### src/rtl/rv32i_pkg.sv
`default_nettype none
// ============================================================================
// Module   : rv32i_pkg
// Brief    : Opcodes, ALU op encodings, controller states and immediate types.
// Revision : 1.0
// ============================================================================
package rv32i_pkg;

    localparam logic [6:0] c_opc_op     = 7'b0110011;
    localparam logic [6:0] c_opc_op_imm = 7'b0010011;
    localparam logic [6:0] c_opc_lui    = 7'b0110111;
    localparam logic [6:0] c_opc_auipc  = 7'b0010111;
    localparam logic [6:0] c_opc_jal    = 7'b1101111;
    localparam logic [6:0] c_opc_jalr   = 7'b1100111;
    localparam logic [6:0] c_opc_branch = 7'b1100011;

    typedef enum logic [3:0] {
        ALU_ADD  = 4'b0000,
        ALU_SLL  = 4'b0001,
        ALU_SLT  = 4'b0010,
        ALU_SLTU = 4'b0011,
        ALU_XOR  = 4'b0100,
        ALU_SRL  = 4'b0101,
        ALU_OR   = 4'b0110,
        ALU_AND  = 4'b0111,
        ALU_SUB  = 4'b1000,
        ALU_BGEU = 4'b1001,
        ALU_BLTU = 4'b1010,
        ALU_BGE  = 4'b1011,
        ALU_BLT  = 4'b1100,
        ALU_SRA  = 4'b1101,
        ALU_BNE  = 4'b1111
    } alu_op_e;

    typedef enum logic [1:0] {
        IDLE = 2'd0,
        EXEC = 2'd1,
        TGT  = 2'd2,
        WB   = 2'd3
    } state_e;

    typedef enum logic [2:0] {
        IMM_I = 3'd0,
        IMM_S = 3'd1,
        IMM_B = 3'd2,
        IMM_U = 3'd3,
        IMM_J = 3'd4
    } imm_sel_e;

    // Branch ops are chosen so the ALU result is zero exactly when the branch is taken.
    function automatic alu_op_e branch_op(input logic [2:0] funct3);
        case (funct3)
            3'b000:  return ALU_SUB;
            3'b001:  return ALU_BNE;
            3'b100:  return ALU_BLT;
            3'b101:  return ALU_BGE;
            3'b110:  return ALU_BLTU;
            3'b111:  return ALU_BGEU;
            default: return ALU_SUB;
        endcase
    endfunction

endpackage
`default_nettype wire

### src/rtl/rv32i_imm_gen.sv
`default_nettype none
// ============================================================================
// Module   : rv32i_imm_gen
// Brief    : Combinational I/S/B/U/J immediate extraction with sign extension.
// Revision : 1.0
// ============================================================================
module rv32i_imm_gen
    import rv32i_pkg::*;
(
    input  logic [31:7] inst,
    input  logic [2:0]  sel,
    output logic [31:0] imm
);

    always_comb begin
        imm = 32'd0;
        case (sel)
            IMM_I:   imm = {{20{inst[31]}}, inst[31:20]};
            IMM_S:   imm = {{20{inst[31]}}, inst[31:25], inst[11:7]};
            IMM_B:   imm = {{20{inst[31]}}, inst[7], inst[30:25], inst[11:8], 1'b0};
            IMM_U:   imm = {inst[31:12], 12'd0};
            IMM_J:   imm = {{12{inst[31]}}, inst[19:12], inst[20], inst[30:21], 1'b0};
            default: imm = 32'd0;
        endcase
    end

endmodule
`default_nettype wire

### src/rtl/rv32i_exec_ctrl.sv
`default_nettype none
// ============================================================================
// Module   : rv32i_exec_ctrl
// Brief    : Multi-cycle RV32I execute controller driving an external ALU.
// Revision : 1.0
// ============================================================================
module rv32i_exec_ctrl
    import rv32i_pkg::*;
#(
    parameter int XLEN             = 32,
    parameter bit RESET_IDLE_READY = 1'b1
) (
    input  logic            i_clk,
    input  logic            i_rst_n,
    input  logic            i_valid,
    output logic            o_ready,
    input  logic [31:0]     i_inst,
    input  logic [XLEN-1:0] i_pc,
    input  logic [XLEN-1:0] i_rs1_data,
    input  logic [XLEN-1:0] i_rs2_data,
    output logic [XLEN-1:0] o_alu_a,
    output logic [XLEN-1:0] o_alu_b,
    output logic [3:0]      o_alu_op,
    input  logic [XLEN-1:0] i_alu_result,
    input  logic            i_alu_zero,
    output logic            o_done,
    output logic            o_rd_we,
    output logic [4:0]      o_rd_addr,
    output logic [XLEN-1:0] o_rd_data,
    output logic [XLEN-1:0] o_next_pc,
    output logic            o_branch_taken,
    output logic            o_illegal
);

    state_e          r_state;
    state_e          w_next_state;
    logic [31:0]     r_inst;
    logic [XLEN-1:0] r_pc;
    logic [XLEN-1:0] r_rs1;
    logic [XLEN-1:0] r_rs2;
    logic [XLEN-1:0] r_result;
    logic [XLEN-1:0] r_target;
    logic            r_zero;

    logic [6:0]      w_opcode;
    logic [2:0]      w_f3;
    logic [6:0]      w_f7;
    logic [4:0]      w_rd;
    logic            w_is_op, w_is_opimm, w_is_lui, w_is_auipc;
    logic            w_is_branch, w_is_jal, w_is_jalr;
    logic            w_bad_op, w_bad_branch, w_illegal;
    logic            w_two_pass, w_writes_rd, w_taken, w_accept;
    logic [2:0]      w_imm_sel;
    logic [31:0]     w_imm;
    logic [XLEN-1:0] w_pc_plus4;

    assign w_opcode = r_inst[6:0];
    assign w_f3     = r_inst[14:12];
    assign w_f7     = r_inst[31:25];
    assign w_rd     = r_inst[11:7];

    assign w_is_op     = (w_opcode == c_opc_op);
    assign w_is_opimm  = (w_opcode == c_opc_op_imm);
    assign w_is_lui    = (w_opcode == c_opc_lui);
    assign w_is_auipc  = (w_opcode == c_opc_auipc);
    assign w_is_branch = (w_opcode == c_opc_branch);
    assign w_is_jal    = (w_opcode == c_opc_jal);
    assign w_is_jalr   = (w_opcode == c_opc_jalr);

    assign w_bad_branch = w_is_branch && (w_f3[2:1] == 2'b01);
    assign w_bad_op     = w_is_op &&
                          (((w_f7 != 7'h00) && (w_f7 != 7'h20)) ||
                           ((w_f7 == 7'h20) && (w_f3 != 3'b000) && (w_f3 != 3'b101)));
    assign w_illegal    = w_bad_op || w_bad_branch ||
                          !(w_is_op || w_is_opimm || w_is_lui || w_is_auipc ||
                            w_is_branch || w_is_jal || w_is_jalr);

    assign w_two_pass  = (w_is_branch && !w_bad_branch) || w_is_jal || w_is_jalr;
    assign w_writes_rd = w_is_op || w_is_opimm || w_is_lui || w_is_auipc || w_is_jal || w_is_jalr;
    assign w_taken     = !w_illegal && (w_is_jal || w_is_jalr || (w_is_branch && r_zero));
    assign w_pc_plus4  = r_pc + 32'd4;

    assign o_ready  = (r_state == IDLE) && (RESET_IDLE_READY || i_rst_n);
    assign w_accept = i_valid && o_ready;

    rv32i_imm_gen u_imm_gen (
        .inst (r_inst[31:7]),
        .sel  (w_imm_sel),
        .imm  (w_imm)
    );

    always_ff @(posedge i_clk or negedge i_rst_n) begin
        if (!i_rst_n) begin
            r_state <= IDLE;
        end else begin
            r_state <= w_next_state;
        end
    end

    always_comb begin
        w_next_state = r_state;
        o_alu_a      = '0;
        o_alu_b      = '0;
        o_alu_op     = ALU_ADD;
        w_imm_sel    = IMM_I;
        case (r_state)
            IDLE: begin
                if (w_accept) begin
                    w_next_state = EXEC;
                end
            end
            EXEC: begin
                w_next_state = w_two_pass ? TGT : WB;
                if (!w_illegal) begin
                    if (w_is_op) begin
                        o_alu_a  = r_rs1;
                        o_alu_b  = r_rs2;
                        o_alu_op = {w_f7[5], w_f3};
                    end else if (w_is_opimm) begin
                        o_alu_a  = r_rs1;
                        o_alu_b  = w_imm;
                        o_alu_op = {(w_f3 == 3'b101) & w_f7[5], w_f3};
                    end else if (w_is_lui || w_is_auipc) begin
                        w_imm_sel = IMM_U;
                        o_alu_a   = w_is_auipc ? r_pc : '0;
                        o_alu_b   = w_imm;
                    end else if (w_is_branch) begin
                        o_alu_a  = r_rs1;
                        o_alu_b  = r_rs2;
                        o_alu_op = branch_op(w_f3);
                    end else begin
                        // JAL/JALR: first pass produces the link value.
                        o_alu_a = r_pc;
                        o_alu_b = 32'd4;
                    end
                end
            end
            TGT: begin
                w_next_state = WB;
                if (w_is_jalr) begin
                    o_alu_a = r_rs1;
                    o_alu_b = w_imm;
                end else begin
                    w_imm_sel = w_is_branch ? IMM_B : IMM_J;
                    o_alu_a   = r_pc;
                    o_alu_b   = w_imm;
                end
            end
            WB: begin
                w_next_state = IDLE;
            end
            default: begin
                w_next_state = IDLE;
            end
        endcase
    end

    always_ff @(posedge i_clk or negedge i_rst_n) begin
        if (!i_rst_n) begin
            r_inst         <= '0;
            r_pc           <= '0;
            r_rs1          <= '0;
            r_rs2          <= '0;
            r_result       <= '0;
            r_target       <= '0;
            r_zero         <= 1'b0;
            o_done         <= 1'b0;
            o_rd_we        <= 1'b0;
            o_rd_addr      <= '0;
            o_rd_data      <= '0;
            o_next_pc      <= '0;
            o_branch_taken <= 1'b0;
            o_illegal      <= 1'b0;
        end else begin
            o_done <= 1'b0;
            case (r_state)
                IDLE: begin
                    if (w_accept) begin
                        r_inst <= i_inst;
                        r_pc   <= i_pc;
                        r_rs1  <= i_rs1_data;
                        r_rs2  <= i_rs2_data;
                    end
                end
                EXEC: begin
                    r_result <= i_alu_result;
                    r_zero   <= i_alu_zero;
                end
                TGT: begin
                    r_target <= w_is_jalr ? {i_alu_result[XLEN-1:1], 1'b0} : i_alu_result;
                end
                WB: begin
                    o_done         <= 1'b1;
                    o_rd_we        <= w_writes_rd && (w_rd != 5'd0) && !w_illegal;
                    o_rd_addr      <= w_rd;
                    o_rd_data      <= r_result;
                    o_next_pc      <= w_taken ? r_target : w_pc_plus4;
                    o_branch_taken <= w_taken;
                    o_illegal      <= w_illegal;
                end
                default: begin
                    o_done <= 1'b0;
                end
            endcase
        end
    end

endmodule
`default_nettype wire

### config.mk
export PLATFORM = sky130hd
export DESIGN_NAME = rv32i_exec_ctrl
export DESIGN_NICKNAME = d
export VERILOG_FILES = /design/src/rtl/rv32i_pkg.sv /design/src/rtl/rv32i_imm_gen.sv /design/src/rtl/rv32i_exec_ctrl.sv
export SDC_FILE = /design/constraint.sdc
export NUM_CORES = 1
export LEC_CHECK = 0
export BUFFER_PORTS_ARGS = -buffer_cell sky130_fd_sc_hd__buf_2
export CORE_MARGIN = 2
export CORE_UTILIZATION = 40
export DETAILED_ROUTE_END_ITERATION = 8
export GPL_TIMING_DRIVEN = 0
export PLACE_DENSITY_LB_ADDON = 0.2
export SYNTH_ARGS = -nofsm -noshare
export SYNTH_HDL_FRONTEND = slang
export SYNTH_SLANG_ARGS = --single-unit
### constraint.sdc
create_clock -name i_clk -period 3.1 [get_ports i_clk]
set_clock_uncertainty 0.05 [all_clocks]
set_input_delay 0.775 -clock i_clk [delete_from_list [all_inputs] [get_ports i_clk]]
set_output_delay 0.775 -clock i_clk [all_outputs]
set_load 0.1 [all_outputs]
## Yosys cells after proc, flatten, opt, wreduce, memory -nomap -nowiden

Index checks and enable logic that the tools add are counted.

- Flip-flop bits (word level): 268
- Output and inout bits: 142

- Add/subtract/negate cells: 1
- Equality and inequality tests: 24
- Mux-type cells: 35
- Bitwise operators: 1
- Reduce and logical (&&, ||, !) cells: 36

Operator list:

| kind | number |
|---|---|
| 32-bit 2-to-1 mux | 13 |
| 32-bit case mux with 5 select lines | 1 |
| 32-bit case mux with 2 select lines | 2 |
| 32-bit by 3-bit adder with 32-bit output, second input constant | 1 |
| 4-bit 2-to-1 mux | 6 |
| 7-bit by 6-bit equality test with 1-bit output, second input constant | 3 |
| 7-bit equality test, second input constant | 3 |
| 1-bit logical OR | 16 |
| 3-bit equality test, second input constant | 5 |
| 3-bit case mux with 5 select lines | 1 |
| 7-bit by 5-bit equality test with 1-bit output, second input constant | 2 |
| 1-bit logical AND | 11 |
| 2-bit 2-to-1 mux | 5 |
| 2-bit case mux with 4 select lines | 1 |
| 7-bit by 6-bit != test with 1-bit output, second input constant | 1 |
| 7-bit nonzero test | 1 |
| 3-bit by 1-bit equality test with 1-bit output, second input constant | 2 |
| 3-bit by 2-bit equality test with 1-bit output, second input constant | 2 |
| 3-bit 2-to-1 mux | 2 |
| 3-bit case mux with 2 select lines | 1 |
| 5-bit nonzero test | 1 |
| 2-bit by 1-bit equality test with 1-bit output, second input constant | 2 |
| 2-bit equality test, second input constant | 2 |
| 1-bit logical NOT | 3 |
| other kinds (8) | 10 |

## Longest topological paths before layout

Gate-level depths: netlist of the first run.

- Word-level depth: 18
- Mapped depth: 9
- Mapped depth without buffers: 7

## Cells and area by module

Synthesis of the first run repeated with hierarchy kept, for this count alone.

- Cell total of the unflattened synthesis: 986
- Area, all modules: 12467.0 µm²

By module, submodules not included:

| module | times used | cells an instance | area each (µm²) |
|---|---|---|---|
| rv32i_exec_ctrl | 1 | 892 | 11926.4 |
| rv32i_imm_gen | 1 | 94 | 540.5 |

## Worst setup path before layout of the first run

OpenSTA, ideal clock, no wires.

- Path kind: flip-flop to output port
- Start: register r_inst[4]
- End: output port o_alu_op[0]
- Arrival: 4.468 ns
- Setup slack: -2.193 ns
- Cell stages (with the launch flop): 7
- Path buffers: 1
- Cells stage by stage: dfrtp_1 > nand3b_2 > o31ai_4 > nor2_1 > or3_1 > clkbuf_1 > nor4_1

- Longest elaborated chain between the ends: 11

Ends and longest elaborated chain:

| item | line | RTL |
|---|---|---|
| from (decl) | rv32i_exec_ctrl.sv:37 | `logic [31:0] r_inst;` |
| from (signal assigned) | rv32i_exec_ctrl.sv:179 | `r_inst <= i_inst;` |
| 7-bit by 6-bit equality test with 1-bit output or 7-bit by 5-bit equality test with 1-bit output (tied branches) | rv32i_exec_ctrl.sv:62, rv32i_exec_ctrl.sv:63 |  |
| 1-bit logical OR (4 in series) | rv32i_exec_ctrl.sv:75 | `!(w_is_op \|\| w_is_opimm \|\| w_is_lui \|\| w_is_auipc \|\|` |
| 1-bit logical OR (2 in series) | rv32i_exec_ctrl.sv:76 | `w_is_branch \|\| w_is_jal \|\| w_is_jalr);` |
| 1-bit logical NOT | rv32i_exec_ctrl.sv:75 |  |
| 1-bit logical OR | rv32i_exec_ctrl.sv:74 | `assign w_illegal = w_bad_op \|\| w_bad_branch \|\|` |
| 4-bit 2-to-1 mux (*) | rv32i_exec_ctrl.sv:114 | `if (!w_illegal) begin` |
| 4-bit 2-to-1 mux (*) | rv32i_exec_ctrl.sv:106 | `case (r_state)` |
| to (decl) | rv32i_exec_ctrl.sv:23 | `output logic [3:0] o_alu_op,` |

Mark *: on every way between the ends. The rest lies on a longest branch, timed or not.

## Worst setup path after layout of the first run

- Start: register r_inst[14]
- End: output port o_alu_a[30]

- Longest elaborated chain between the ends: 9

Ends and longest elaborated chain:

| item | line | RTL |
|---|---|---|
| 3-bit nonzero test | rv32i_exec_ctrl.sv:73 | `((w_f7 == 7'h20) && (w_f3 != 3'b000) && (w_f3 != 3'b101)));` |
| 1-bit logical AND (2 in series) | rv32i_exec_ctrl.sv:73 |  |
| 1-bit logical OR | rv32i_exec_ctrl.sv:72 | `(((w_f7 != 7'h00) && (w_f7 != 7'h20)) \|\|` |
| 1-bit logical AND | rv32i_exec_ctrl.sv:71 | `assign w_bad_op = w_is_op &&` |
| 1-bit logical OR (*) (2 in series) | rv32i_exec_ctrl.sv:74 |  |
| 32-bit 2-to-1 mux (*) | rv32i_exec_ctrl.sv:114 |  |
| 32-bit case mux with 2 select lines (*) | rv32i_exec_ctrl.sv:106 |  |
| to (decl) | rv32i_exec_ctrl.sv:21 | `output logic [XLEN-1:0] o_alu_a,` |

Marked as above.

==> report_table.html, run 1 <==
<table>
<tr><th>Metric</th><th>Value</th></tr>
<tr><th colspan="2">Critical path</th></tr>
<tr><td>Maximum fanout encountered on the critical timing path</td><td>5</td></tr>
<tr><td>Ordered list of cells on the worst path</td><td>xor2_1, o21ai_1, a311oi_4, buf_6, or2_4, buf_4, buf_6, buf_12, o22ai_4, buf_12</td></tr>
<tr><td>Crit. End Element</td><td>primary output</td></tr>
<tr><td>Critical Path Start Type</td><td>flip-flop</td></tr>
<tr><td>Req. time, crit path</td><td>2270 ps</td></tr>
<tr><td>Cell at the slowest stage of the critical path</td><td>sky130_fd_sc_hd__dfrtp_2</td></tr>
<tr><td>Crit Path Class</td><td>flip-flop to primary output</td></tr>
<tr><td>Peak per-stage delay on the critical path</td><td>450 ps</td></tr>
<tr><td>Arrival time at the worst endpoint</td><td>2870 ps</td></tr>
<tr><td>R2R setup slack</td><td>400 ps</td></tr>
<tr><th colspan="2">Clock tree</th></tr>
<tr><td>Count of H-tree levels built during CTS</td><td>1</td></tr>
<tr><td>Clk Latency, worst-skew pair</td><td>570 ps</td></tr>
<tr><td>Number of sinks handled by clock tree synthesis</td><td>268</td></tr>
<tr><td>Number of buffers added to fix hold violations after cts</td><td>0</td></tr>
<tr><td>Clock tree from TritonCTS</td><td>done</td></tr>
<tr><td>CTS Root Buffer Type</td><td>sky130_fd_sc_hd__clkbuf_16</td></tr>
<tr><td>Max Buffers Root-to-Sink</td><td>3</td></tr>
<tr><td>Reg clk slew, reported paths</td><td>60 ps</td></tr>
<tr><td>CTS Buf Count</td><td>29</td></tr>
<tr><th colspan="2">STA</th></tr>
<tr><td>Slew Limit Headroom</td><td>42.56%</td></tr>
<tr><td>Period minus WS final</td><td>3695 ps</td></tr>
<tr><td>Upper clock frequency limit</td><td>0.2707 GHz</td></tr>
<tr><td>Worst slew pin tran</td><td>861.6 ps</td></tr>
<tr><td>Final setup violation count</td><td>68</td></tr>
<tr><td>Count of final max-slew check failures</td><td>0</td></tr>
<tr><td>Final Hold Vio Count</td><td>0</td></tr>
<tr><td>Setup slack of the critical path after layout</td><td>-594.7 ps</td></tr>
<tr><td>Final Cycle Share</td><td>119.2%</td></tr>
<tr><td>Unrepaired setup endpoints after global routing</td><td>true</td></tr>
<tr><th colspan="2">Run status</th></tr>
<tr><td>Failing checks</td><td>setup timing</td></tr>
<tr><td>Result of the run</td><td>finished, violations left</td></tr>
<tr><th colspan="2">Yosys</th></tr>
<tr><td>Mapped Cells</td><td>1126</td></tr>
<tr><td>Leading post-synthesis cells by cell area</td><td>sky130_fd_sc_hd__dfrtp_1 (50%), sky130_fd_sc_hd__mux2_2 (21%), sky130_fd_sc_hd__o22ai_1 (2.4%)</td></tr>
<tr><td>Leading area contributor after synthesis</td><td>sky130_fd_sc_hd__dfrtp_1</td></tr>
<tr><td>Most frequent cell after synthesis</td><td>sky130_fd_sc_hd__dfrtp_1</td></tr>
<tr><td>Cell area after synthesis</td><td>13310 um2</td></tr>
<tr><td>Proportion of netlist area held by the largest area contributor</td><td>50.40%</td></tr>
<tr><td>Number of nets produced by synthesis</td><td>1295</td></tr>
<tr><td>Sequential cell area fraction in the yosys report</td><td>50.40%</td></tr>
<tr><td>Most used flip-flop cell after synthesis</td><td>sky130_fd_sc_hd__dfrtp_1</td></tr>
<tr><td>Yosys Warn Count</td><td>0</td></tr>
<tr><td>Synth cell count leaders</td><td>sky130_fd_sc_hd__dfrtp_1 (268), sky130_fd_sc_hd__mux2_2 (248), sky130_fd_sc_hd__clkbuf_1 (54)</td></tr>
<tr><td>Syn avg cell area</td><td>11.82 um2</td></tr>
<tr><td>Seq cells post-synth</td><td>268</td></tr>
<tr><td>Async set or reset register ratio after synthesis</td><td>100.0%</td></tr>
<tr><td>Cell variety after synth</td><td>69</td></tr>
<tr><td>Number of enable flip-flop cells after synthesis</td><td>0</td></tr>
<tr><th colspan="2">Routing</th></tr>
<tr><td>Vias</td><td>11392</td></tr>
<tr><td>WL/cell</td><td>22.44 um</td></tr>
<tr><td>Via density per instance</td><td>5.659</td></tr>
<tr><td>Antenna viol nets, final</td><td>0</td></tr>
<tr><td>Routed wire length</td><td>45.18 mm</td></tr>
<tr><td>First DRT Iteration DRCs</td><td>840</td></tr>
<tr><td>DRC viols</td><td>0</td></tr>
<tr><td>Detailed-routing iteration count for the pre-antenna-repair pass</td><td>6</td></tr>
<tr><th colspan="2">Floorplan</th></tr>
<tr><td>FP Rows</td><td>66</td></tr>
<tr><td>Die outline width</td><td>186.4 um</td></tr>
<tr><td>I/O pin count</td><td>306</td></tr>
<tr><td>Total die area</td><td>34740 um2</td></tr>
<tr><td>Die height</td><td>186.4 um</td></tr>
<tr><td>Core area</td><td>32620 um2</td></tr>
<tr><td>Starting Density</td><td>40.79%</td></tr>
<tr><th colspan="2">Layout</th></tr>
<tr><td>Final standard cell utilization of the core</td><td>60.06%</td></tr>
<tr><td>Area delta synth-&gt;final</td><td>47.24%</td></tr>
<tr><td>Number of filler instances in the final layout</td><td>2609</td></tr>
<tr><td>Share of layout cells above drive strength 1</td><td>57.23%</td></tr>
<tr><td>Number of nets at the end of the flow</td><td>1716</td></tr>
<tr><th colspan="2">Hold path</th></tr>
<tr><td>Min-Delay Path Class</td><td>input port to async pin</td></tr>
<tr><th colspan="2">Global routing</th></tr>
<tr><td>Number of antenna violations at the first check in global routing</td><td>2</td></tr>
<tr><td>Number of global-route vias before repair</td><td>11443</td></tr>
<tr><td>First-pass GRT wire length</td><td>67.77 mm</td></tr>
<tr><td>Total congestion overflow</td><td>0</td></tr>
<tr><td>Maximum number of pins on one net before global-route repair</td><td>105</td></tr>
<tr><td>Total track usage</td><td>24.85%</td></tr>
<tr><th colspan="2">Flow run</th></tr>
<tr><td>Max-cap violations</td><td>0</td></tr>
<tr><th colspan="2">Placement</th></tr>
<tr><td>Quantity of I/O buffers inserted on ports</td><td>305</td></tr>
<tr><td>Weighted congestion at the end of routability-driven global placement</td><td>0.8571</td></tr>
<tr><td>Detail Placement HPWL</td><td>30.82 mm</td></tr>
</table>
-- critical path: cells and delay by family (launching register included) --
kind            cells  cell delay (ps)
compound gates      3              620
xor+xnor            1              180
buf+inv             5              780
flops               1              450
simple gates        1              280
-- layout make-up --
| class | instances | area, um2 | share of cell area, % |
|---|---|---|---|
| tap | 442 | 553.0 | 2.823 |
| buffer | 83 | 639.4 | 3.264 |
| inverter | 29 | 108.9 | 0.5556 |
| antenna | 2 | 5.005 | 0.02555 |
| sequential | 268 | 6719 | 34.30 |
| multi-input combinational | 740 | 7188 | 36.69 |
| clock buffer | 44 | 872.1 | 4.451 |
| clock inverter | 9 | 91.34 | 0.4662 |
| timing repair buffer | 396 | 3415 | 17.43 |
-- kinds of logic (layout without fill, tap and decap cells) --
kind of cell,count (synthesis),after routing,share of synthesized area (%)
AO/OA/AOI/OAI,234,235,12.11
XOR/XNOR,17,17,1.119
adder cells (fa/ha/maj),5,5,0.4702
buffers and inverters,119,561,4.109
flip-flops,268,268,50.40
multiplexers,277,277,23.17
other,0,2,0
AND/OR/NAND/NOR,206,206,8.614
-- metrics by stage --
step | area (um2) | std cells | setup TNS (ps) | hold slack, ps | worst slack [ps]
2_1_floorplan | 14000 | 1126 | -2653 | 404.6 | -303.0
3_5_place_dp | 16140 | 1875 | -38260 | 439.9 | -914.1
6_report | 19590 | 2013 | -32580 | 123.6 | -594.7
4_1_cts | 19100 | 1992 | -27030 | 138.7 | -468.8
3_3_place_gp | 16080 | 1873 | -1076840 | 435.0 | -3917
5_1_grt | 19590 | 2013 | -36110 | 170.8 | -642.2
-- routing by layer --
layer	track usage (%)	share of wire, %
met1	32.74	42
met2	42.41	49
met3	3.780	5.7
met4	7.323	3.4
met5	0	0
-- timing repair --
action,CTS,global route
pin swaps,46,47
buffers inserted,64,21
gates resized for setup,388,70
endpoints found under the setup margin,68,68
gates cloned,5,1
endpoints found under the hold margin,0,0
-- registers in the layout, summed over array words and instances, names as in the netlist --
register	count
o_branch_taken	1
o_done	1
o_illegal	1
o_next_pc	32
o_rd_addr	5
o_rd_data	32
o_rd_we	1
r_inst	32
r_pc	32
r_result	32
r_rs1	32
r_rs2	32
r_state	2
r_target	32
r_zero	1
-- cell usage in the layout, fill, tap and decap left out, types with 28 or more instances in the layout --
| master | instances |
|---|---|
| sky130_fd_sc_hd__clkbuf_1 | 41 |
| sky130_fd_sc_hd__nand4_1 | 33 |
| sky130_fd_sc_hd__o22ai_4 | 34 |
| sky130_fd_sc_hd__buf_4 | 65 |
| sky130_fd_sc_hd__mux2_2 | 245 |
| sky130_fd_sc_hd__buf_6 | 31 |
| sky130_fd_sc_hd__nand2_1 | 36 |
| sky130_fd_sc_hd__buf_12 | 72 |
| sky130_fd_sc_hd__a21oi_1 | 31 |
| sky130_fd_sc_hd__a22oi_1 | 28 |
| sky130_fd_sc_hd__buf_2 | 243 |
| sky130_fd_sc_hd__clkbuf_16 | 31 |
| sky130_fd_sc_hd__dfrtp_1 | 258 |
-- path summary, 6_finish.rpt --
check,end,startpoint,depth (start not counted)
min reg2reg,o_next_pc[5],o_next_pc[5],1
min,r_rs1[6],i_rst_n,1
min in group i_clk,r_pc[19],i_pc[19],2
max in group asynchronous,r_result[23],i_rst_n,3
max,o_alu_a[30],r_inst[14],10
max reg2reg,o_next_pc[22],r_pc[2],7
Power of run 1 is left out: the tool's default activity adds up to more than one toggle a clock period on the data nets, which glitch-free logic cannot reach.
==> run 2, diff against run 1 <==
RECOVER_POWER = 50   (was unset)
==> run 2 against run 1 <==
  * The flow finishes with violations (capacitance limit, slew limit, setup timing)
  * Cell area shrank 0.17%
  * Non-clock buffer count is the same
  * Largest cell class unchanged
  * Sequential share of layout area grew 0.059 points
==> report_table.html, run 2 (synthesis gave the netlist of run 1 again) <==
<table>
<tr><th>Metric</th><th>Value</th></tr>
<tr><th colspan="2">Run status</th></tr>
<tr><td>Result of the run</td><td>finished, violations left</td></tr>
<tr><td>Failing checks</td><td>capacitance limit, slew limit, setup timing</td></tr>
<tr><th colspan="2">Layout</th></tr>
<tr><td>Number of nets at the end of the flow</td><td>1716</td></tr>
<tr><td>Final standard cell utilization of the core</td><td>59.96%</td></tr>
<tr><td>Most common cell after layout, fill and taps aside</td><td>sky130_fd_sc_hd__dfrtp_1</td></tr>
<tr><td>Area delta synth-&gt;final</td><td>46.99%</td></tr>
<tr><td>Commonest non-fill, non-tap cells in the layout</td><td>sky130_fd_sc_hd__dfrtp_1 (258), sky130_fd_sc_hd__mux2_2 (245), sky130_fd_sc_hd__buf_2 (243), sky130_fd_sc_hd__buf_12 (72), sky130_fd_sc_hd__buf_4 (63)</td></tr>
<tr><td>Share of layout cells above drive strength 1</td><td>57.11%</td></tr>
<tr><td>Non-filler cells, final</td><td>2013</td></tr>
<tr><th colspan="2">Clock tree</th></tr>
<tr><td>Max Buffers Root-to-Sink</td><td>3</td></tr>
<tr><td>CTS Root Buffer Type</td><td>sky130_fd_sc_hd__clkbuf_16</td></tr>
<tr><td>Clk Latency, worst-skew pair</td><td>570 ps</td></tr>
<tr><td>Reg clk slew, reported paths</td><td>60 ps</td></tr>
<tr><td>Number of sinks handled by clock tree synthesis</td><td>268</td></tr>
<tr><td>Count of H-tree levels built during CTS</td><td>1</td></tr>
<tr><td>Clock tree from TritonCTS</td><td>done</td></tr>
<tr><td>CTS Buf Count</td><td>29</td></tr>
<tr><td>Number of buffers added to fix hold violations after cts</td><td>0</td></tr>
<tr><th colspan="2">Critical path</th></tr>
<tr><td>Req. time, crit path</td><td>2270 ps</td></tr>
<tr><td>Crit. End Element</td><td>primary output</td></tr>
<tr><td>Critical Path Start Type</td><td>flip-flop</td></tr>
<tr><td>Launch point of the worst path</td><td>r_inst[14]</td></tr>
<tr><td>R2R setup slack</td><td>400 ps</td></tr>
<tr><td>Maximum fanout encountered on the critical timing path</td><td>5</td></tr>
<tr><td>Register-to-Register Path Depth</td><td>7</td></tr>
<tr><td>Worst reg2reg startpoint</td><td>r_pc[2]</td></tr>
<tr><td>Terminus of the critical flop-to-flop path</td><td>o_next_pc[22]</td></tr>
<tr><td>Arrival time at the worst endpoint</td><td>2870 ps</td></tr>
<tr><td>Crit Path Class</td><td>flip-flop to primary output</td></tr>
<tr><th colspan="2">Global routing</th></tr>
<tr><td>Maximum number of pins on one net before global-route repair</td><td>105</td></tr>
<tr><td>Total track usage</td><td>24.85%</td></tr>
<tr><td>Number of global-route vias before repair</td><td>11443</td></tr>
<tr><td>First-pass GRT wire length</td><td>67.77 mm</td></tr>
<tr><td>Number of antenna violations at the first check in global routing</td><td>2</td></tr>
<tr><td>Total congestion overflow</td><td>0</td></tr>
<tr><th colspan="2">STA</th></tr>
<tr><td>Upper clock frequency limit</td><td>0.2705 GHz</td></tr>
<tr><td>Slew Limit Headroom</td><td>-30.37%</td></tr>
<tr><td>Final setup violation count</td><td>68</td></tr>
<tr><td>Count of final max-slew check failures</td><td>76</td></tr>
<tr><td>Worst hold slack</td><td>385.7 ps</td></tr>
<tr><td>Period minus WS final</td><td>3697 ps</td></tr>
<tr><td>Worst slew pin tran</td><td>1956 ps</td></tr>
<tr><td>Unrepaired setup endpoints after global routing</td><td>true</td></tr>
<tr><td>Final Cycle Share</td><td>119.2%</td></tr>
<tr><td>Setup slack of the critical path after layout</td><td>-596.7 ps</td></tr>
<tr><td>Final Hold Vio Count</td><td>0</td></tr>
<tr><th colspan="2">Floorplan</th></tr>
<tr><td>Starting Density</td><td>40.79%</td></tr>
<tr><td>Total die area</td><td>34740 um2</td></tr>
<tr><td>Core area</td><td>32620 um2</td></tr>
<tr><td>Die height</td><td>186.4 um</td></tr>
<tr><td>Die outline width</td><td>186.4 um</td></tr>
<tr><td>I/O pin count</td><td>306</td></tr>
<tr><td>FP Rows</td><td>66</td></tr>
<tr><th colspan="2">Placement</th></tr>
<tr><td>Quantity of I/O buffers inserted on ports</td><td>305</td></tr>
<tr><td>Weighted congestion at the end of routability-driven global placement</td><td>0.8571</td></tr>
<tr><td>Detail Placement HPWL</td><td>30.82 mm</td></tr>
<tr><td>Placed cell count</td><td>1875</td></tr>
<tr><th colspan="2">Routing</th></tr>
<tr><td>Antenna viol nets, final</td><td>0</td></tr>
<tr><td>DRC viols</td><td>0</td></tr>
<tr><td>Vias</td><td>11370</td></tr>
<tr><td>Detailed-routing iteration count for the pre-antenna-repair pass</td><td>5</td></tr>
<tr><td>First DRT Iteration DRCs</td><td>843</td></tr>
<tr><td>Via density per instance</td><td>5.648</td></tr>
<tr><td>WL/cell</td><td>22.42 um</td></tr>
<tr><td>Routed wire length</td><td>45.13 mm</td></tr>
<tr><th colspan="2">Hold path</th></tr>
<tr><td>Number of stages on the worst hold path</td><td>2</td></tr>
<tr><td>Min-Delay Path Class</td><td>input port to flip-flop</td></tr>
<tr><td>Worst min-delay path startpoint</td><td>i_pc[19]</td></tr>
<tr><td>End point of the most critical hold path</td><td>r_pc[19]</td></tr>
<tr><th colspan="2">Flow run</th></tr>
<tr><td>Max-cap violations</td><td>1</td></tr>
</table>
[run 2: changes by cell type in the layout (fill, tap and decap cells not counted), sizes merged]
cell / change
clkbuf: +3
buf: -3
[run 2: critical path, cell delays in order (launching register included)]
cell and delay (ps):
sky130_fd_sc_hd__dfrtp_2 450, sky130_fd_sc_hd__xor2_1 180, sky130_fd_sc_hd__o21ai_1 290, sky130_fd_sc_hd__a311oi_4 150
sky130_fd_sc_hd__buf_6 180, sky130_fd_sc_hd__or2_4 280, sky130_fd_sc_hd__buf_4 150, sky130_fd_sc_hd__buf_6 110
sky130_fd_sc_hd__buf_12 140, sky130_fd_sc_hd__o22ai_4 180, sky130_fd_sc_hd__buf_12 200
[run 2: repair_timing]
action                                  in CTS  in global routing
resized for setup                          388                 70
endpoints found under the setup margin      68                 68
pin swaps                                   46                 47
cloned                                       5                  1
buffers inserted                            64                 21
[run 2: per-layer routing]
layer / global-route usage, % / part of all wire [%] / up-vias / routed length [um]
met4: 7.323 / 3.4 / 0 / 1512
met2: 42.41 / 49 / 440 / 22240
met3: 3.780 / 5.4 / 97 / 2426
met1: 32.74 / 42 / 5780 / 18940
li1: - / - / 5053 / -
met5: 0 / 0 / - / 0
[run 2: cell type report]
type	count	area (um2)
diodes	2	5.005
well taps	442	553.0
inverters	29	108.9
fillers	2615	13060
clock inverters	9	91.34
clock buffers	44	872.1
repair buffers	396	3381
flip-flops and latches	268	6719
multi-input cells	740	7188
plain buffers	83	639.4
[run 2: how the worst max path moves through the flow]
stage                    to  slack [ps]  cells past startpoint
6_report        o_alu_a[30]        -600                     10
4_1_cts         o_alu_op[0]        -470                      8
5_1_grt          o_alu_b[2]        -640                      9
2_1_floorplan   o_alu_op[0]        -300                      6
3_3_place_gp   r_result[24]       -3920                      1
3_5_place_dp    o_alu_b[24]        -910                      8
[run 2: metrics by stage]
step	cell area [um2]	setup TNS, ps	setup WS [ps]
final	19560	-32600	-596.7
after global routing	19560	-67800	-642.2
after CTS	19100	-27030	-468.8
after detailed placement	16140	-38260	-914.1
after global placement	16080	-1076840	-3917
after floorplan	14000	-2653	-303.0
Power of run 2 is left out for the same reason.
==> run 3, diff against run 2 <==
ABC_AREA = 1   (was unset)
==> run 3 against run 2 <==
  * The flow still finishes with violations (capacitance limit, slew limit, setup timing)
  * Synthesized area increased by 7.2%
  * Worst hold slack worse by 26 ps
  * Non-clock buffer count decreased by 16
  * Critical path depth grew 2
  * Via count grew 28%
  * Core utilization is 2.4 points lower
  * Global-route usage grew 3.7 points
  * Worst setup slack improved by 140 ps
  * Fmax increased by 3.9%
  * Cell area is 4.0% higher
  * Die area is 7.1% higher
  * Critical endpoint is now o_alu_a[2]
==> report_table.html, run 3 <==
<table>
<tr><th>Metric</th><th>Value</th></tr>
<tr><th colspan="2">STA</th></tr>
<tr><td>Setup tns final</td><td>-27120 ps</td></tr>
<tr><td>Setup slack of the critical path after layout</td><td>-458.6 ps</td></tr>
<tr><td>Count of final max-slew check failures</td><td>110</td></tr>
<tr><td>Period minus WS final</td><td>3559 ps</td></tr>
<tr><td>Worst slew pin tran</td><td>1611 ps</td></tr>
<tr><td>Final Hold Vio Count</td><td>0</td></tr>
<tr><td>Final Cycle Share</td><td>114.8%</td></tr>
<tr><td>Upper clock frequency limit</td><td>0.2810 GHz</td></tr>
<tr><td>Unrepaired setup endpoints after global routing</td><td>true</td></tr>
<tr><td>Final setup violation count</td><td>68</td></tr>
<tr><td>Worst hold slack</td><td>360.1 ps</td></tr>
<tr><td>Slew Limit Headroom</td><td>-7.426%</td></tr>
<tr><th colspan="2">Critical path</th></tr>
<tr><td>Ordered list of cells on the worst path</td><td>nand2_4, nor2_4, nand2_4, nor3_4, buf_6, nand2_2, nand2_4, nor2_8, buf_6, nand2_1, a21oi_4, buf_12</td></tr>
<tr><td>Req. time, crit path</td><td>2270 ps</td></tr>
<tr><td>Cell at the slowest stage of the critical path</td><td>sky130_fd_sc_hd__dfrtp_1</td></tr>
<tr><td>Crit Path Class</td><td>flip-flop to primary output</td></tr>
<tr><td>Launch point of the worst path</td><td>r_inst[1]</td></tr>
<tr><td>Cell class contributing the biggest share of worst-path delay</td><td>simple AND/OR/NAND/NOR gates</td></tr>
<tr><td>Crit path buffers/inverters</td><td>3</td></tr>
<tr><td>Maximum fanout encountered on the critical timing path</td><td>5</td></tr>
<tr><td>Most frequent cell on the critical path</td><td>sky130_fd_sc_hd__nand2_4</td></tr>
<tr><td>Critical Path Start Type</td><td>flip-flop</td></tr>
<tr><td>Worst reg2reg startpoint</td><td>r_state[1]</td></tr>
<tr><td>Arrival time at the worst endpoint</td><td>2730 ps</td></tr>
<tr><td>Peak per-stage delay on the critical path</td><td>440 ps</td></tr>
<tr><td>Crit. End Element</td><td>primary output</td></tr>
<tr><th colspan="2">Yosys</th></tr>
<tr><td>Number of nets produced by synthesis</td><td>2052</td></tr>
<tr><td>Async set or reset register ratio after synthesis</td><td>100.0%</td></tr>
<tr><td>Number of enable flip-flop cells after synthesis</td><td>0</td></tr>
<tr><td>Most used flip-flop cell after synthesis</td><td>sky130_fd_sc_hd__dfrtp_1</td></tr>
<tr><td>Syn avg cell area</td><td>7.576 um2</td></tr>
<tr><td>Mapped Cells</td><td>1883</td></tr>
<tr><td>Synth cell count leaders</td><td>sky130_fd_sc_hd__nand2_1 (673), sky130_fd_sc_hd__dfrtp_1 (268), sky130_fd_sc_hd__nor2_1 (177)</td></tr>
<tr><td>Most frequent cell after synthesis</td><td>sky130_fd_sc_hd__nand2_1</td></tr>
<tr><td>Leading area contributor after synthesis</td><td>sky130_fd_sc_hd__dfrtp_1</td></tr>
<tr><td>Cell area after synthesis</td><td>14260 um2</td></tr>
<tr><td>Cell variety after synth</td><td>41</td></tr>
<tr><td>Seq cells post-synth</td><td>268</td></tr>
<tr><td>Proportion of netlist area held by the largest area contributor</td><td>47.01%</td></tr>
<tr><td>Yosys Warn Count</td><td>0</td></tr>
<tr><td>Sequential cell area fraction in the yosys report</td><td>47.01%</td></tr>
<tr><td>Leading post-synthesis cells by cell area</td><td>sky130_fd_sc_hd__dfrtp_1 (47%), sky130_fd_sc_hd__nand2_1 (18%), sky130_fd_sc_hd__a21oi_1 (4.7%)</td></tr>
<tr><th colspan="2">Floorplan</th></tr>
<tr><td>Total die area</td><td>37190 um2</td></tr>
<tr><td>Starting Density</td><td>40.40%</td></tr>
<tr><td>I/O pin count</td><td>306</td></tr>
<tr><td>FP Rows</td><td>69</td></tr>
<tr><td>Die outline width</td><td>192.8 um</td></tr>
<tr><td>Core area</td><td>35310 um2</td></tr>
<tr><td>Die height</td><td>192.8 um</td></tr>
<tr><th colspan="2">Layout</th></tr>
<tr><td>Area delta synth-&gt;final</td><td>42.58%</td></tr>
<tr><td>Number of filler instances in the final layout</td><td>3189</td></tr>
<tr><td>Combined flip-flop and latch cell area</td><td>6718 um2</td></tr>
<tr><td>Commonest non-fill, non-tap cells in the layout</td><td>sky130_fd_sc_hd__nand2_1 (609), sky130_fd_sc_hd__dfrtp_1 (259), sky130_fd_sc_hd__buf_2 (240), sky130_fd_sc_hd__nor2_1 (165), sky130_fd_sc_hd__nand3_1 (114)</td></tr>
<tr><td>Number of nets at the end of the flow</td><td>2450</td></tr>
<tr><td>Non-filler cells, final</td><td>2767</td></tr>
<tr><td>Most common cell after layout, fill and taps aside</td><td>sky130_fd_sc_hd__nand2_1</td></tr>
<tr><td>Share of layout cells above drive strength 1</td><td>33.71%</td></tr>
<tr><td>Non-Filler Cell Area, Final</td><td>20340 um2</td></tr>
<tr><td>Area of the multi-input gates</td><td>7725 um2</td></tr>
<tr><td>Final standard cell utilization of the core</td><td>57.60%</td></tr>
<tr><th colspan="2">Run status</th></tr>
<tr><td>Result of the run</td><td>finished, violations left</td></tr>
<tr><td>Failing checks</td><td>capacitance limit, slew limit, setup timing</td></tr>
<tr><th colspan="2">Routing</th></tr>
<tr><td>WL/cell</td><td>19.82 um</td></tr>
<tr><td>First DRT Iteration DRCs</td><td>1253</td></tr>
<tr><td>Routed wire length</td><td>54.84 mm</td></tr>
<tr><td>Vias</td><td>14579</td></tr>
<tr><td>Detailed-routing iteration count for the pre-antenna-repair pass</td><td>8</td></tr>
<tr><td>DRC viols</td><td>0</td></tr>
<tr><td>Antenna viol nets, final</td><td>0</td></tr>
<tr><td>Via density per instance</td><td>5.269</td></tr>
<tr><th colspan="2">Placement</th></tr>
<tr><td>Post-detailed-placement cell area</td><td>16820 um2</td></tr>
<tr><td>Worst slack at placement</td><td>-716.3 ps</td></tr>
<tr><td>Weighted congestion at the end of routability-driven global placement</td><td>0.9652</td></tr>
<tr><td>Detail Placement HPWL</td><td>39.50 mm</td></tr>
<tr><td>Placed cell count</td><td>2651</td></tr>
<tr><td>Quantity of I/O buffers inserted on ports</td><td>305</td></tr>
<tr><th colspan="2">Power</th></tr>
<tr><td>Power density over cell area</td><td>1313 nW/um2</td></tr>
<tr><td>Post-route total power</td><td>26.71 mW</td></tr>
<tr><td>Leak Pwr</td><td>10.21 nW</td></tr>
<tr><td>Maximum vdd drop</td><td>1091 uV</td></tr>
<tr><th colspan="2">Flow run</th></tr>
<tr><td>Max-cap violations</td><td>1</td></tr>
<tr><th colspan="2">Clock tree</th></tr>
<tr><td>CTS Buf Count</td><td>31</td></tr>
<tr><td>Max Buffers Root-to-Sink</td><td>3</td></tr>
<tr><td>CTS Root Buffer Type</td><td>sky130_fd_sc_hd__clkbuf_16</td></tr>
<tr><td>Number of sinks handled by clock tree synthesis</td><td>268</td></tr>
<tr><td>Clk Latency, worst-skew pair</td><td>590 ps</td></tr>
<tr><td>Count of H-tree levels built during CTS</td><td>1</td></tr>
<tr><td>Clock tree from TritonCTS</td><td>done</td></tr>
<tr><td>Reg clk slew, reported paths</td><td>60 ps</td></tr>
<tr><th colspan="2">Global routing</th></tr>
<tr><td>Number of global-route vias before repair</td><td>13914</td></tr>
<tr><td>Total track usage</td><td>28.57%</td></tr>
<tr><td>Maximum number of pins on one net before global-route repair</td><td>111</td></tr>
<tr><td>First-pass GRT wire length</td><td>80.90 mm</td></tr>
<tr><td>Total congestion overflow</td><td>0</td></tr>
<tr><td>Number of antenna violations at the first check in global routing</td><td>2</td></tr>
<tr><th colspan="2">Hold path</th></tr>
<tr><td>Worst min-delay path startpoint</td><td>i_rs2_data[29]</td></tr>
<tr><td>Min-Delay Path Class</td><td>input port to flip-flop</td></tr>
</table>
run 3: cell types whose count changed in the layout (fill, tap and decap cells not counted), moves of 63 or more:
cell                      change
sky130_fd_sc_hd__a21oi_1     +63
sky130_fd_sc_hd__inv_1       +83
sky130_fd_sc_hd__mux2_2     -187
sky130_fd_sc_hd__nand2_1    +573
sky130_fd_sc_hd__nand3_1     +96
sky130_fd_sc_hd__nor2_1     +141
run 3: path summary, 6_finish.rpt:
kind | endpoint | slack [ps] | depth (start not counted)
max | o_alu_a[2] | -460 | 12
min | r_rs2[29] | 360 | 2
min in group asynchronous | o_rd_data[29] | 570 | 1
max in group asynchronous | r_rs1[15] | 540 | 2
min reg2reg | o_rd_data[12] | 410 | 2
max reg2reg | r_pc[6] | 350 | 7
run 3: worst register-to-register path, cell delays in order, from the launching register on:
cell and delay (ps):
sky130_fd_sc_hd__dfrtp_1 370, sky130_fd_sc_hd__inv_2 80, sky130_fd_sc_hd__ha_4 180, sky130_fd_sc_hd__nand2_1 460, sky130_fd_sc_hd__clkbuf_1 840, sky130_fd_sc_hd__clkbuf_1 390
sky130_fd_sc_hd__nor2_1 140, sky130_fd_sc_hd__a21oi_1 160
run 3: logic make-up after synthesis:
kind of cell,Yosys count,synth area share [%]
AOI/OAI and AO/OA,251,9.376
xor gates and xnor gates,17,1.044
adders and majority gates,5,0.4386
buffers and inverters,232,6.763
DFF,268,47.01
muxes,58,4.579
and+or+nand+nor,1052,30.79
run 3: final cells by class:
type | count | share of cell area, %
multi-input cells | 1385 | 37.98
flip-flops and latches | 268 | 33.03
repair buffers | 363 | 15.01
clock buffers | 47 | 4.405
plain buffers | 100 | 3.125
well taps | 461 | 2.836
inverters | 132 | 2.639
clock inverters | 10 | 0.9658
diodes | 1 | 0.01230
run 3: repair_timing:
action                     in CTS  in global routing
resized for setup             418                154
cloned                          2                  5
hold buffers                    0                  0
setup buffers                  29                 22
pin swaps                      23                 30
setup endpoints to repair      68                 68
run 3: power by group:
group	internal (mW)	total [mW]	switching, mW
Clock	2.41	3.94	1.54
Sequential	5.23	6.69	1.47
Combinational	4.39	16.1	11.7
run 3: metal layers:
layer | vias to the layer above | routed length (um) | track usage [%]
li1 | 6843 | - | -
met1 | 6920 | 24240 | 41.59
met2 | 680 | 24070 | 43.76
met3 | 134 | 4477 | 4.492
met4 | 2 | 2050 | 8.338
met5 | - | 11 | 0
Note: power is estimated with default switching activity, not from simulation.
